File: config.mk
export PLATFORM = sky130hd
export DESIGN_NAME = hazard_scoreboard
export DESIGN_NICKNAME = d
export VERILOG_FILES = /design/src/rtl/hazard_scoreboard.sv
export SDC_FILE = /design/constraint.sdc
export NUM_CORES = 1
export LEC_CHECK = 0
export BUFFER_PORTS_ARGS = -buffer_cell sky130_fd_sc_hd__buf_2
export CAP_MARGIN = 20
export CORE_ASPECT_RATIO = 0.75
export CORE_UTILIZATION = 40
export DETAILED_ROUTE_END_ITERATION = 12
export PLACE_DENSITY = 0.52
export SYNTH_ARGS = -nofsm -noshare
export SYNTH_HDL_FRONTEND = slang
export SYNTH_SLANG_ARGS = --single-unit
File: constraint.sdc
create_clock -name clock -period 16.5 [get_ports clock]
set_input_delay 3.3 -clock clock [delete_from_list [all_inputs] [get_ports clock]]
set_output_delay 3.3 -clock clock [all_outputs]
set_load 0.05 [all_outputs]
File: src/rtl/hazard_scoreboard.sv
// ID-stage hazard scoreboard: per-register latency tracking,
// stall/flush control and a saturating stall-cycle counter.
module hazard_scoreboard #(
    parameter int NUM_REGS = 32,
    parameter int REG_AW   = 5,
    parameter int LAT_W    = 3,
    parameter int CNT_W    = 16
) (
    input  logic              clock,
    input  logic              reset,
    input  logic              id_valid,
    input  logic [REG_AW-1:0] id_rs,
    input  logic [REG_AW-1:0] id_rt,
    input  logic              id_uses_rs,
    input  logic              id_uses_rt,
    input  logic              id_we,
    input  logic [REG_AW-1:0] id_rd,
    input  logic [LAT_W-1:0]  id_lat,
    input  logic              branch_taken,
    output logic              pc_write,
    output logic              ifid_write,
    output logic              bubble_idex,
    output logic              flush_ifid,
    output logic [CNT_W-1:0]  stall_count
);

    logic [LAT_W-1:0] pend [NUM_REGS];
    logic [LAT_W-1:0] pend_rs;
    logic [LAT_W-1:0] pend_rt;
    logic [LAT_W-1:0] pend_rd;
    logic             raw;
    logic             waw;
    logic             stall;
    logic             issue;
    logic             flush;

    assign pend_rs = pend[id_rs];
    assign pend_rt = pend[id_rt];
    assign pend_rd = pend[id_rd];

    // r0 is never tracked, so its reads/writes are masked here too
    assign raw = id_valid
               & ((id_uses_rs & (id_rs != '0) & (pend_rs != '0))
               |  (id_uses_rt & (id_rt != '0) & (pend_rt != '0)));

    // a shorter-latency write must not retire ahead of an older one
    assign waw = id_valid & id_we & (id_rd != '0) & (id_lat < pend_rd);

    assign stall = raw | waw;
    assign issue = id_valid & ~stall;
    assign flush = branch_taken & ~stall;

    assign pc_write    = reset | ~stall;
    assign ifid_write  = reset | ~stall;
    assign flush_ifid  = ~reset & flush;
    assign bubble_idex = ~reset & (stall | flush);

    always_ff @(posedge clock) begin
        if (reset) begin
            for (int r = 0; r < NUM_REGS; r++) begin
                pend[r] <= '0;
            end
            stall_count <= '0;
        end else begin
            for (int r = 0; r < NUM_REGS; r++) begin
                if (r == 0) begin
                    pend[r] <= '0;
                end else if (issue && id_we && id_rd == REG_AW'(r)) begin
                    pend[r] <= id_lat;
                end else if (pend[r] != '0) begin
                    pend[r] <= pend[r] - 1'b1;
                end
            end
            if (stall && stall_count != '1) begin
                stall_count <= stall_count + 1'b1;
            end
        end
    end

endmodule
==> parameters.txt <==
Parameter                              Value

Critical path
  Crit-path max FO ... 30
  Buffers & Inverters on Critical Path ... 2
  Worst-path cell with the longest stage delay ... sky130_fd_sc_hd__a2111oi_0
  Arrival time at the worst endpoint ... 7.03 ns
  Required time of the worst setup path ... between 10 and 15 ns
  Capturing point of the worst reg2reg path ... pend[30][1]$_SDFFCE_PP0P_
  Timing startpoint of the critical path ... id_rd[0]
  Category of the worst setup path capture point ... output pin
  Startpoint type of the worst setup path ... input pin
  Critical-path cell list ... buf_2 -> mux4_2 -> mux4_2 -> mux2i_1 -> ha_1 -> a2111oi_0 -> o21ai_4 -> o221a_4 -> and3_1 -> buf_2
  R2R Path Start ... pend[23][2]$_SDFFCE_PP0P_
  Kind of cell adding the most delay to the critical path ... multiplexers
  Levels on crit path ... 10
  Delay contributed by the slowest stage of the critical path ... 0.69 ns
  Count of cells along the worst register-to-register path ... 9
  Minimum setup slack among reg-to-reg paths ... about 12 ns
  Critical path destination ... flush_ifid
  Category of the critical setup timing path ... in -> out

Clocking
  TritonCTS Buffers ... 9
  Post-cts sizing count ... 0
  Clock latency of the later-clocked register in the worst-skew pair ... 0.37 ns
  H-tree Lvls ... 3
  CTS sink cnt ... around 110
  Root buffer cell ... sky130_fd_sc_hd__clkbuf_16
  Number of setup buffers added after CTS ... 0
  Quantity of hold-fixing buffers added after cts ... 0
  Clock tree buffer depth ... 2
  CTS tree ... built
  Clock input transition at the sequential cells of the worst setup and hold paths ... roughly 0.090 ns

Global routing
  Antenna violations before repair ... 0
  Number of global-route vias before repair ... 7,235
  Pin count of the biggest net entering global routing ... 69
  Global-route wire length before repair ... 43.1 mm
  Global-route total usage across every layer ... 0.237
  Grt ovf ... 0

Placed design
  Final GP Congestion ... ~0.86
  Worst-case setup slack after placement ... 6.10 ns
  PortBufs ... 44
  Estimated wirelength of the detail-placed design ... 19.6 mm
  Post-Place Cells ... around 1,200

Finish
  Multi-input gate area in the final layout ... around 5700 sq um
  Filler cell count in the final layout ... 2,209
  P&R area growth vs syn ... 7.05%
  Final cell count without fillers ... approximately 1,300
  # diodes ... 0
  Net count of the finished layout ... 1,042
  Register Area ... 3110 sq um
  Share of layout cells above drive strength 1 ... 0.206
  Post-layout utilization of the core ... 0.437

Drt
  DR vias ... 7,667
  Initial DRC Count ... 805
  Detailed-route DRC error count ... 0
  Average via count per standard cell ... 6.10
  Routed wire length per instance ... ~22 um
  Pre-Repair DR Iteration Count ... 7
  Post-DRT Antenna Nets ... 0
  Routed WL ... 27.7 mm

Timing
  Smallest setup slack after layout ... between 6 and 7 ns
  Final clock period utilization by the worst path ... 0.626
  Unrepaired setup endpoints after global routing ... false
  Number of max-slew violations in the final report ... 0
  Actual slew at the worst max-slew pin ... ~1.1 ns
  Setup TNS ... 0 ns
  Final setup violating endpoints ... 0
  Peak clock frequency supported by timing ... 96.8 MHz
  Relative max-transition margin ... 0.242
  Time the worst path needs with I/O delays and setup ... 10.33 ns
  Final Skew ... 0.0130 ns
  Final count of hold timing violations ... 0

Status
  Result of the run ... finished, final reports clean

Power
  Cell leakage power ... between 3 and 4 nW
  Power Density ... 157 nW/um^2
  Int Power ... approximately 0.9 mW
  Peak ir drop on the vdd network ... 0.0669 mV
  Clock network fraction of design power ... 0.147
  Net switching component of the power ... 0.659 mW
  Combinational share of power ... 0.460
  Switching share of total power ... 0.417
  Relative contribution of sequential cells to total power ... 0.393

Logic synthesis
  Syn Std Cell Area ... ~9400 sq um
  Cell taking the most area after synthesis ... sky130_fd_sc_hd__edfxtp_1
  Synthesized netlist cell count ... approximately 960
  Most instantiated flip-flop cell in the synthesis netlist ... sky130_fd_sc_hd__edfxtp_1
  Sequential-to-total area share from yosys stat ... 0.332
  Commonest cells post-synth ... sky130_fd_sc_hd__nor2_1 (94), sky130_fd_sc_hd__edfxtp_1 (93), sky130_fd_sc_hd__mux2_2 (81), sky130_fd_sc_hd__inv_1 (76), sky130_fd_sc_hd__nor3_1 (71)
  Synth top area share ... 0.298
  FFs w/ async S/R, synth ... 0
  Distinct cell type count of the synthesized netlist ... 69
  Post-Synthesis Net Count ... 1,046
  Total of flip-flops plus latches after synthesis ... 109
  Most frequent cell after synthesis ... sky130_fd_sc_hd__nor2_1
  Count of warnings emitted by yosys ... 0
  Ranking of synthesized cells by area ... sky130_fd_sc_hd__edfxtp_1 (30%), sky130_fd_sc_hd__mux2_2 (9.7%), sky130_fd_sc_hd__ha_1 (8.7%)
  Post-synthesis area per instance ... 9.82 sq um
  Post-synth EDFFs ... 93

Die
  X dimension of the die ... approximately 180 um
  Vertical die dimension ... 135 um
  Starting Density ... 0.408
  Number of placement rows ... 48
  I/O Pins ... 45
  Core area ... 23,000 sq um
  Die footprint ... roughly 24,000 sq um

Worst hold path
  Class of the tightest hold or removal check ... reg -> reg

Job
  Number of max-capacitance violations reported ... 0
-- sequential cells by signal (all words and copies together), names as in the netlist --
register	count
pend	93
stall_count	16
-- per-layer routing --
layer,GRT usage,vias to the layer above,wire length [um]
met5,0,-,0
met4,0.0734,0,484
met3,0.0372,30,1960
met2,0.328,312,11500
met1,0.370,3742,13800
li1,-,3583,-
-- worst register-to-register path, stage by stage (launching register included) --
cell and delay, ns:
sky130_fd_sc_hd__edfxtp_1 0.51, sky130_fd_sc_hd__mux4_2 0.53, sky130_fd_sc_hd__mux4_2 0.46, sky130_fd_sc_hd__mux2i_1 0.15
sky130_fd_sc_hd__ha_1 0.25, sky130_fd_sc_hd__a2111oi_0 0.69, sky130_fd_sc_hd__o21ai_4 0.23, sky130_fd_sc_hd__nand3_4 0.49
sky130_fd_sc_hd__o31a_1 0.36, sky130_fd_sc_hd__mux2_2 0.35
-- area by class of cell --
cell class / instances / area share
Multi-Input combinational cell: 709 / 0.569
Sequential cell: 109 / 0.310
Tap cell: 300 / 0.0374
Clock buffer: 10 / 0.0249
Inverter: 76 / 0.0284
Timing Repair Buffer: 47 / 0.0244
Clock inverter: 6 / 0.00598
-- kinds of logic after synthesis --
kind of cell | Yosys count | share of synthesized area
flip-flops | 109 | 0.332
XOR/XNOR | 9 | 0.00840
multiplexers | 142 | 0.197
AO/OA/AOI/OAI | 129 | 0.105
AND/OR/NAND/NOR | 364 | 0.209
buffers and inverters | 138 | 0.0615
adder cells (fa/ha/maj) | 65 | 0.0867
-- power by group through the flow --
stage                     Combinational (mW)  Sequential [mW]  Clock [mW]
after global routing                   0.819            0.635       0.246
final                                  0.727            0.621       0.232
after floorplan                        0.599            0.547           0
after CTS                              0.726            0.614       0.240
after detailed placement               0.719            0.620           0
after global placement                 0.712            0.623           0
-- metrics by stage --
stage | power, mW | hold WS [ns] | instance area (sq um)
2_1_floorplan | 1.15 | 0.703 | 9390
3_3_place_gp | 1.34 | 0.493 | 9740
3_5_place_dp | 1.34 | 0.485 | 9740
4_1_cts | 1.58 | 0.501 | 10000
5_1_grt | 1.70 | 0.537 | 10000
6_report | 1.58 | 0.498 | 10000
-- how the worst min path moves through the flow --
stage / from / end / slack (ns) / cells past startpoint
2_1_floorplan: pend[23][0]$_SDFFCE_PP0P_ / pend[23][0]$_SDFFCE_PP0P_ / 0.70 / 3
3_3_place_gp: stall_count[5]$_SDFFE_PP0P_ / stall_count[5]$_SDFFE_PP0P_ / 0.49 / 2
3_5_place_dp: stall_count[5]$_SDFFE_PP0P_ / stall_count[5]$_SDFFE_PP0P_ / 0.48 / 2
4_1_cts: stall_count[5]$_SDFFE_PP0P_ / stall_count[5]$_SDFFE_PP0P_ / 0.50 / 2
5_1_grt: stall_count[5]$_SDFFE_PP0P_ / stall_count[5]$_SDFFE_PP0P_ / 0.54 / 2
6_report: stall_count[5]$_SDFFE_PP0P_ / stall_count[5]$_SDFFE_PP0P_ / 0.50 / 2
-- cell usage in the layout, fill, tap and decap left out, types with 10 or more instances in the layout --
cell type,Yosys,layout
sky130_fd_sc_hd__edfxtp_1,93,93
sky130_fd_sc_hd__inv_1,76,76
sky130_fd_sc_hd__o311ai_0,17,17
sky130_fd_sc_hd__clkbuf_16,0,10
sky130_fd_sc_hd__a2111oi_0,10,10
sky130_fd_sc_hd__buf_2,8,43
sky130_fd_sc_hd__a21oi_1,21,21
sky130_fd_sc_hd__nor3_1,71,70
sky130_fd_sc_hd__nor3_2,14,15
sky130_fd_sc_hd__nor2_1,94,93
sky130_fd_sc_hd__mux2_2,81,81
sky130_fd_sc_hd__nand3_1,19,19
sky130_fd_sc_hd__mux4_2,26,26
sky130_fd_sc_hd__nor2b_1,29,27
sky130_fd_sc_hd__ha_1,65,65
sky130_fd_sc_hd__nand2b_1,19,19
sky130_fd_sc_hd__nand4_1,12,12
sky130_fd_sc_hd__o21ai_0,12,12
sky130_fd_sc_hd__mux2i_1,32,32
sky130_fd_sc_hd__nand2_1,35,35
sky130_fd_sc_hd__nor4_1,22,22
sky130_fd_sc_hd__dfxtp_1,16,16
No activity file was read; power rests on OpenSTA's default activity.
